$ cat config.mk
export PLATFORM = sky130hd
export DESIGN_NAME = nibble_serial_adder_ctrl
export DESIGN_NICKNAME = d
export VERILOG_FILES = /design/src/rtl/adder_pkg.sv /design/src/rtl/adder4_cin.sv /design/src/rtl/nibble_serial_adder_ctrl.sv
export SDC_FILE = /design/constraint.sdc
export NUM_CORES = 1
export LEC_CHECK = 0
export CAP_MARGIN = 10
export CELL_PAD_IN_SITES_DETAIL_PLACEMENT = 0
export CELL_PAD_IN_SITES_GLOBAL_PLACEMENT = 1
export CORE_MARGIN = 3
export CORE_UTILIZATION = 40
export CTS_CLUSTER_DIAMETER = 50
export CTS_CLUSTER_SIZE = 25
export DETAILED_ROUTE_END_ITERATION = 8
export PLACE_DENSITY_LB_ADDON = 0.1
export SETUP_SLACK_MARGIN = 0.3
export SYNTH_ARGS = -nofsm -noshare
export SYNTH_HDL_FRONTEND = slang
export SYNTH_SLANG_ARGS = --single-unit
$ cat constraint.sdc
create_clock -name clk -period 2.67 [get_ports clk]
set_input_delay 0.4005 -clock clk [delete_from_list [all_inputs] [get_ports clk]]
set_output_delay 0.4005 -clock clk [all_outputs]
set_load 0.05 [all_outputs]
$ cat src/rtl/adder_pkg.sv
// Shared definitions for the nibble-serial adder: slice width, FSM states,
// and a constant-evaluable clog2 used to size the nibble index.
package adder_pkg;

    localparam int NIB_W = 4;

    typedef enum logic [1:0] {
        IDLE = 2'd0,
        ADD  = 2'd1,
        DONE = 2'd2
    } state_t;

    function automatic int clog2(input int v);
        int r;
        int x;
        r = 0;
        x = v - 1;
        while (x > 0) begin
            r = r + 1;
            x = x >> 1;
        end
        return (r < 1) ? 1 : r;
    endfunction

endpackage

$ cat src/rtl/adder4_cin.sv
// Combinational 4-bit ripple adder with carry-in, one full-adder cell per bit.
module adder4_cin (
    input  logic [3:0] a,
    input  logic [3:0] b,
    input  logic       ci,
    output logic [3:0] s,
    output logic       co
);

    logic [4:0] c;

    assign c[0] = ci;

    for (genvar i = 0; i < 4; i++) begin : g_fa
        assign s[i]   = a[i] ^ b[i] ^ c[i];
        assign c[i+1] = (a[i] & b[i]) | (c[i] & (a[i] ^ b[i]));
    end

    assign co = c[4];

endmodule

$ cat src/rtl/nibble_serial_adder_ctrl.sv
// Serial WIDTH-bit adder: one 4-bit slice reused for WIDTH/4 cycles, LSB nibble
// first, with valid/ready handshakes on both the operand and the result side.
//
// state | meaning
// IDLE  | waiting for operands (in_ready high once out of reset)
// ADD   | one nibble per cycle through the shared slice
// DONE  | result presented, held until out_ready
module nibble_serial_adder_ctrl
    import adder_pkg::*;
#(
    parameter int WIDTH = 16
) (
    input  logic             clk,
    input  logic             rst_n,
    input  logic             in_valid,
    output logic             in_ready,
    input  logic [WIDTH-1:0] a,
    input  logic [WIDTH-1:0] b,
    input  logic             cin,
    output logic             out_valid,
    input  logic             out_ready,
    output logic [WIDTH-1:0] sum,
    output logic             cout,
    output logic             busy
);

    localparam int NIB   = WIDTH / NIB_W;
    localparam int IDX_W = clog2(NIB);
    localparam logic [IDX_W-1:0] IDX_LAST = IDX_W'(NIB - 1);

    state_t             state_q;
    logic [WIDTH-1:0]   a_q;
    logic [WIDTH-1:0]   b_q;
    logic [WIDTH-1:0]   sum_q;
    logic [IDX_W-1:0]   idx_q;
    logic               carry_q;
    logic               cout_q;
    logic               in_ready_q;
    logic               out_valid_q;
    logic               busy_q;

    logic [NIB_W-1:0]   s4;
    logic               c4;

    adder4_cin u_slice (
        .a  (a_q[NIB_W-1:0]),
        .b  (b_q[NIB_W-1:0]),
        .ci (carry_q),
        .s  (s4),
        .co (c4)
    );

    // in_ready is a flop so it stays low while reset is asserted even though state is IDLE
    always_ff @(posedge clk or negedge rst_n) begin
        if (!rst_n) begin
            state_q     <= IDLE;
            a_q         <= '0;
            b_q         <= '0;
            sum_q       <= '0;
            idx_q       <= '0;
            carry_q     <= 1'b0;
            cout_q      <= 1'b0;
            in_ready_q  <= 1'b0;
            out_valid_q <= 1'b0;
            busy_q      <= 1'b0;
        end else begin
            case (state_q)
                IDLE: begin
                    if (in_valid && in_ready_q) begin
                        a_q        <= a;
                        b_q        <= b;
                        carry_q    <= cin;
                        idx_q      <= '0;
                        sum_q      <= '0;
                        cout_q     <= 1'b0;
                        in_ready_q <= 1'b0;
                        busy_q     <= 1'b1;
                        state_q    <= ADD;
                    end else begin
                        in_ready_q <= 1'b1;
                    end
                end
                ADD: begin
                    sum_q[NIB_W*idx_q +: NIB_W] <= s4;
                    carry_q <= c4;
                    a_q     <= a_q >> NIB_W;
                    b_q     <= b_q >> NIB_W;
                    idx_q   <= idx_q + 1'b1;
                    if (idx_q == IDX_LAST) begin
                        cout_q      <= c4;
                        out_valid_q <= 1'b1;
                        state_q     <= DONE;
                    end
                end
                DONE: begin
                    if (out_ready) begin
                        out_valid_q <= 1'b0;
                        busy_q      <= 1'b0;
                        in_ready_q  <= 1'b1;
                        state_q     <= IDLE;
                    end
                end
                default: begin
                    out_valid_q <= 1'b0;
                    busy_q      <= 1'b0;
                    in_ready_q  <= 1'b0;
                    state_q     <= IDLE;
                end
            endcase
        end
    end

    assign in_ready  = in_ready_q;
    assign out_valid = out_valid_q;
    assign sum       = sum_q;
    assign cout      = cout_q;
    assign busy      = busy_q;

endmodule

==> flow_metrics.py <==
metrics = {
    "synth": {
        "synth_ff_type": "dfrtp_1",
        "synthCells": 230,
        "async_flop_share_pct": 100,
        "synth_cell_types": 34,
        "seq_area_frac_synth_pct": 52.6,
        "avgSynthCellArea_um2": 11.8,
        "synth_enable_flop_cells": 0,
        "syn_nets": 275,
        "synth_warnings": 0,
        "netlist_area_um2": 2710,
        "synth_seq_cells": 57,
    },
    "floorplanning": {
        "fp.dieH_um": 88.3,
        "rows": 29,
        "die_x_um": 88.3,
        "io_pins": 57,
        "start_util_pct": 42.0,
        "die_area_um2": 7800,
        "coreArea_um2": 6460,
    },
    "drt": {
        "firstDrtPassIters": 4,
        "vias": 1958,
        "wire_per_inst_um": 15.9,
        "ant_nets": 0,
        "vias_per_cell": 5.29,
        "drc": 0,
        "drtIter0Drc": 82,
        "wirelength_um": 5870,
    },
    "place": {
        "dp_hpwl_um": 4100,
        "io_buffers": 56,
        "place_area_um2": 3300,
        "gp_congestion": 0.713,
    },
    "clock_tree": {
        "clockBufferDepth": 2,
        "clkSlewWorstSetupHoldPaths_ns": 0.06,
        "clkLatencyLatePin_ns": 0.33,
        "cts_root_buf": "clkbuf_8",
        "h-tree-depth": 3,
        "cts_buffers": 9,
        "clkSinkCount": 57,
        "post_cts_buffers": 0,
        "tritoncts": "yes",
    },
    "final_layout": {
        "fillers": 581,
        "multiInputGateArea_um2": 1130,
        "drive_above_1_share_pct": 10.6,
        "post-route-cell-area_um2": 3530,
        "regArea_um2": 1430,
        "num_antenna_cells": 0,
        "syn2layout_area_growth_pct": 30.2,
        "nNetsFinal": 334,
    },
    "power": {
        "p_leak_nw": 1.56,
        "vdd_drop_max_mv": 0.439,
        "pwr_density_cell_nw_per_um2": 1270,
    },
    "worst_setup_path": {
        "cp_data_required_time_ns": 2.89,
        "arrival_ns": 2.51,
        "worstSetupEndpointType": "flip-flop",
        "cp-start-kind": "flip-flop",
        "crit_fanout": 4,
        "setup.worst_path.class": "flip-flop to flip-flop",
    },
    "sta": {
        "setup_viol": 0,
        "tightest_slew_ns": 0.509,
        "setup_tns_ns": 0,
        "slew_headroom_pct": 66.0,
        "period_minus_slack_ns": 2.29,
        "rsz0062_at_grt": "no",
        "fin_crit_sh_pct": 85.6,
        "hold_viol_final": 0,
        "final-max-slew-violation-count": 0,
        "max_freq_mhz": 437,
        "clock_skew_ns": 0.00642,
    },
    "global_routing": {
        "first_global_vias": 1965,
        "grt_overflow_total": 0,
        "grt_pass1_wl_um": 9870,
        "antenna_found_initial": 0,
        "groute.usage.overall_pct": 16.6,
        "grt_start_max_net_pins": 27,
    },
    "status": {
        "outcome": "complete, no violations",
    },
    "min_path": {
        "hold_path.class": "flip-flop to flip-flop",
    },
    "run": {
        "cap_viol_max_count": 0,
    },
}
[metal layers]
| layer | vias to the layer above | global-route usage, % | share of wire (%) |
|---|---|---|---|
| met5 | - | 0 | 0 |
| met1 | 940 | 24.3 | 50 |
| li1 | 950 | - | - |
| met4 | 0 | 8.93 | 2.3 |
| met2 | 57 | 23.2 | 43 |
| met3 | 11 | 3.35 | 4.5 |
[cell families after synthesis]
kind of cell	count (synthesis)	synth area share [%]
multiplexers	26	9.60
flip-flops	57	52.6
adder cells (fa/ha/maj)	8	4.80
AND/OR/NAND/NOR	25	6.69
buffers and inverters	26	5.81
AO/OA/AOI/OAI	88	20.5
[layout by cell type, fill, tap and decap left out, types with 5 or more instances in the layout]
cell | Yosys | routed
dfrtp_1 | 57 | 57
clkdlybuf4s50_1 | 0 | 55
o21ai_0 | 29 | 29
mux2i_1 | 26 | 26
o21ai_1 | 25 | 25
a22o_1 | 16 | 16
clkbuf_8 | 0 | 13
inv_1 | 11 | 11
o2bb2ai_1 | 9 | 9
nand2_1 | 6 | 6
buf_4 | 1 | 5
[power by group]
group	total [mW]	internal, mW	switching, mW	leakage [nW]
clock	0.868	0.526	0.342	0.112
combinational	2.18	0.896	1.29	0.718
sequential	1.45	1.21	0.237	0.735
[stage by stage]
stage | cells | utilization [%] | total power, mW | hold WS [ns] | setup WS [ns]
floorplan | 230 | - | 3.12 | 0.105 | 0.521
global placement | 354 | 51.2 | 3.65 | 0.373 | 0.455
detailed placement | 354 | 51.2 | 3.67 | 0.361 | 0.406
CTS | 370 | 54.6 | 4.54 | 0.494 | 0.375
global route | 370 | 54.7 | 4.84 | 0.500 | 0.285
finish | 370 | 54.7 | 4.50 | 0.494 | 0.384
[area by class of cell]
cell class	instances	area share (%)
timing repair buffer	63	17.6
clock buffer	13	5.07
tap	77	2.73
multi-input combinational	147	32.0
sequential	57	40.4
clock inverter	2	0.992
inverter	11	1.17
[worst paths after layout]
kind                       startpoint    endpoint  slack [ns]  cells after the start
hold / removal                 sum[1]      sum[1]        0.49                      1
hold reg to reg                sum[1]      sum[1]        0.49                      1
setup / recovery               a_q[0]      sum[7]        0.38                      7
setup reg to reg               a_q[0]      sum[7]        0.38                      7
min in group asynchronous       rst_n      a_q[5]        0.54                      2
max in group asynchronous       rst_n  state_q[0]        1.49                      3
[repair_timing]
action | in CTS | in global routing
hold endpoints to repair | 5 | 0
hold buffers | 1 | 0
resized for setup | 0 | 1
setup endpoints to repair | 0 | 3
[critical path: stages, from the launching register on]
cell and delay [ns]:
dfrtp_1 0.35, inv_1 0.06, fa_1 0.44, fa_1 0.39
inv_1 0.08, fa_1 0.18, fa_2 0.47, a22o_1 0.21
[synthesized netlist by cell type (2+ instances only)]
cell type / instances / area share (%)
a21oi_1: 2 / 0.37
nand3_1: 2 / 0.37
nor2_1: 4 / 0.55
o2bb2ai_1: 9 / 2.9
fa_1: 4 / 3.0
a22o_1: 16 / 5.2
and3_1: 2 / 0.46
dfrtp_1: 57 / 53
buf_2: 3 / 0.55
mux2i_1: 26 / 9.6
ha_1: 4 / 1.8
o21ai_0: 29 / 5.4
buf_6: 7 / 2.9
inv_1: 11 / 1.5
nand2_1: 6 / 0.83
o21ai_1: 25 / 4.6
clkbuf_1: 4 / 0.55
a21oi_2: 3 / 0.97
[registers in the layout, indices dropped and copies added (netlist names)]
signal / count
b_q: 16
out_valid: 1
a_q: 16
busy: 1
cout: 1
in_ready: 1
carry_q: 1
idx_q: 2
state_q: 2
sum: 16
Note: power is estimated with default switching activity, not from simulation.
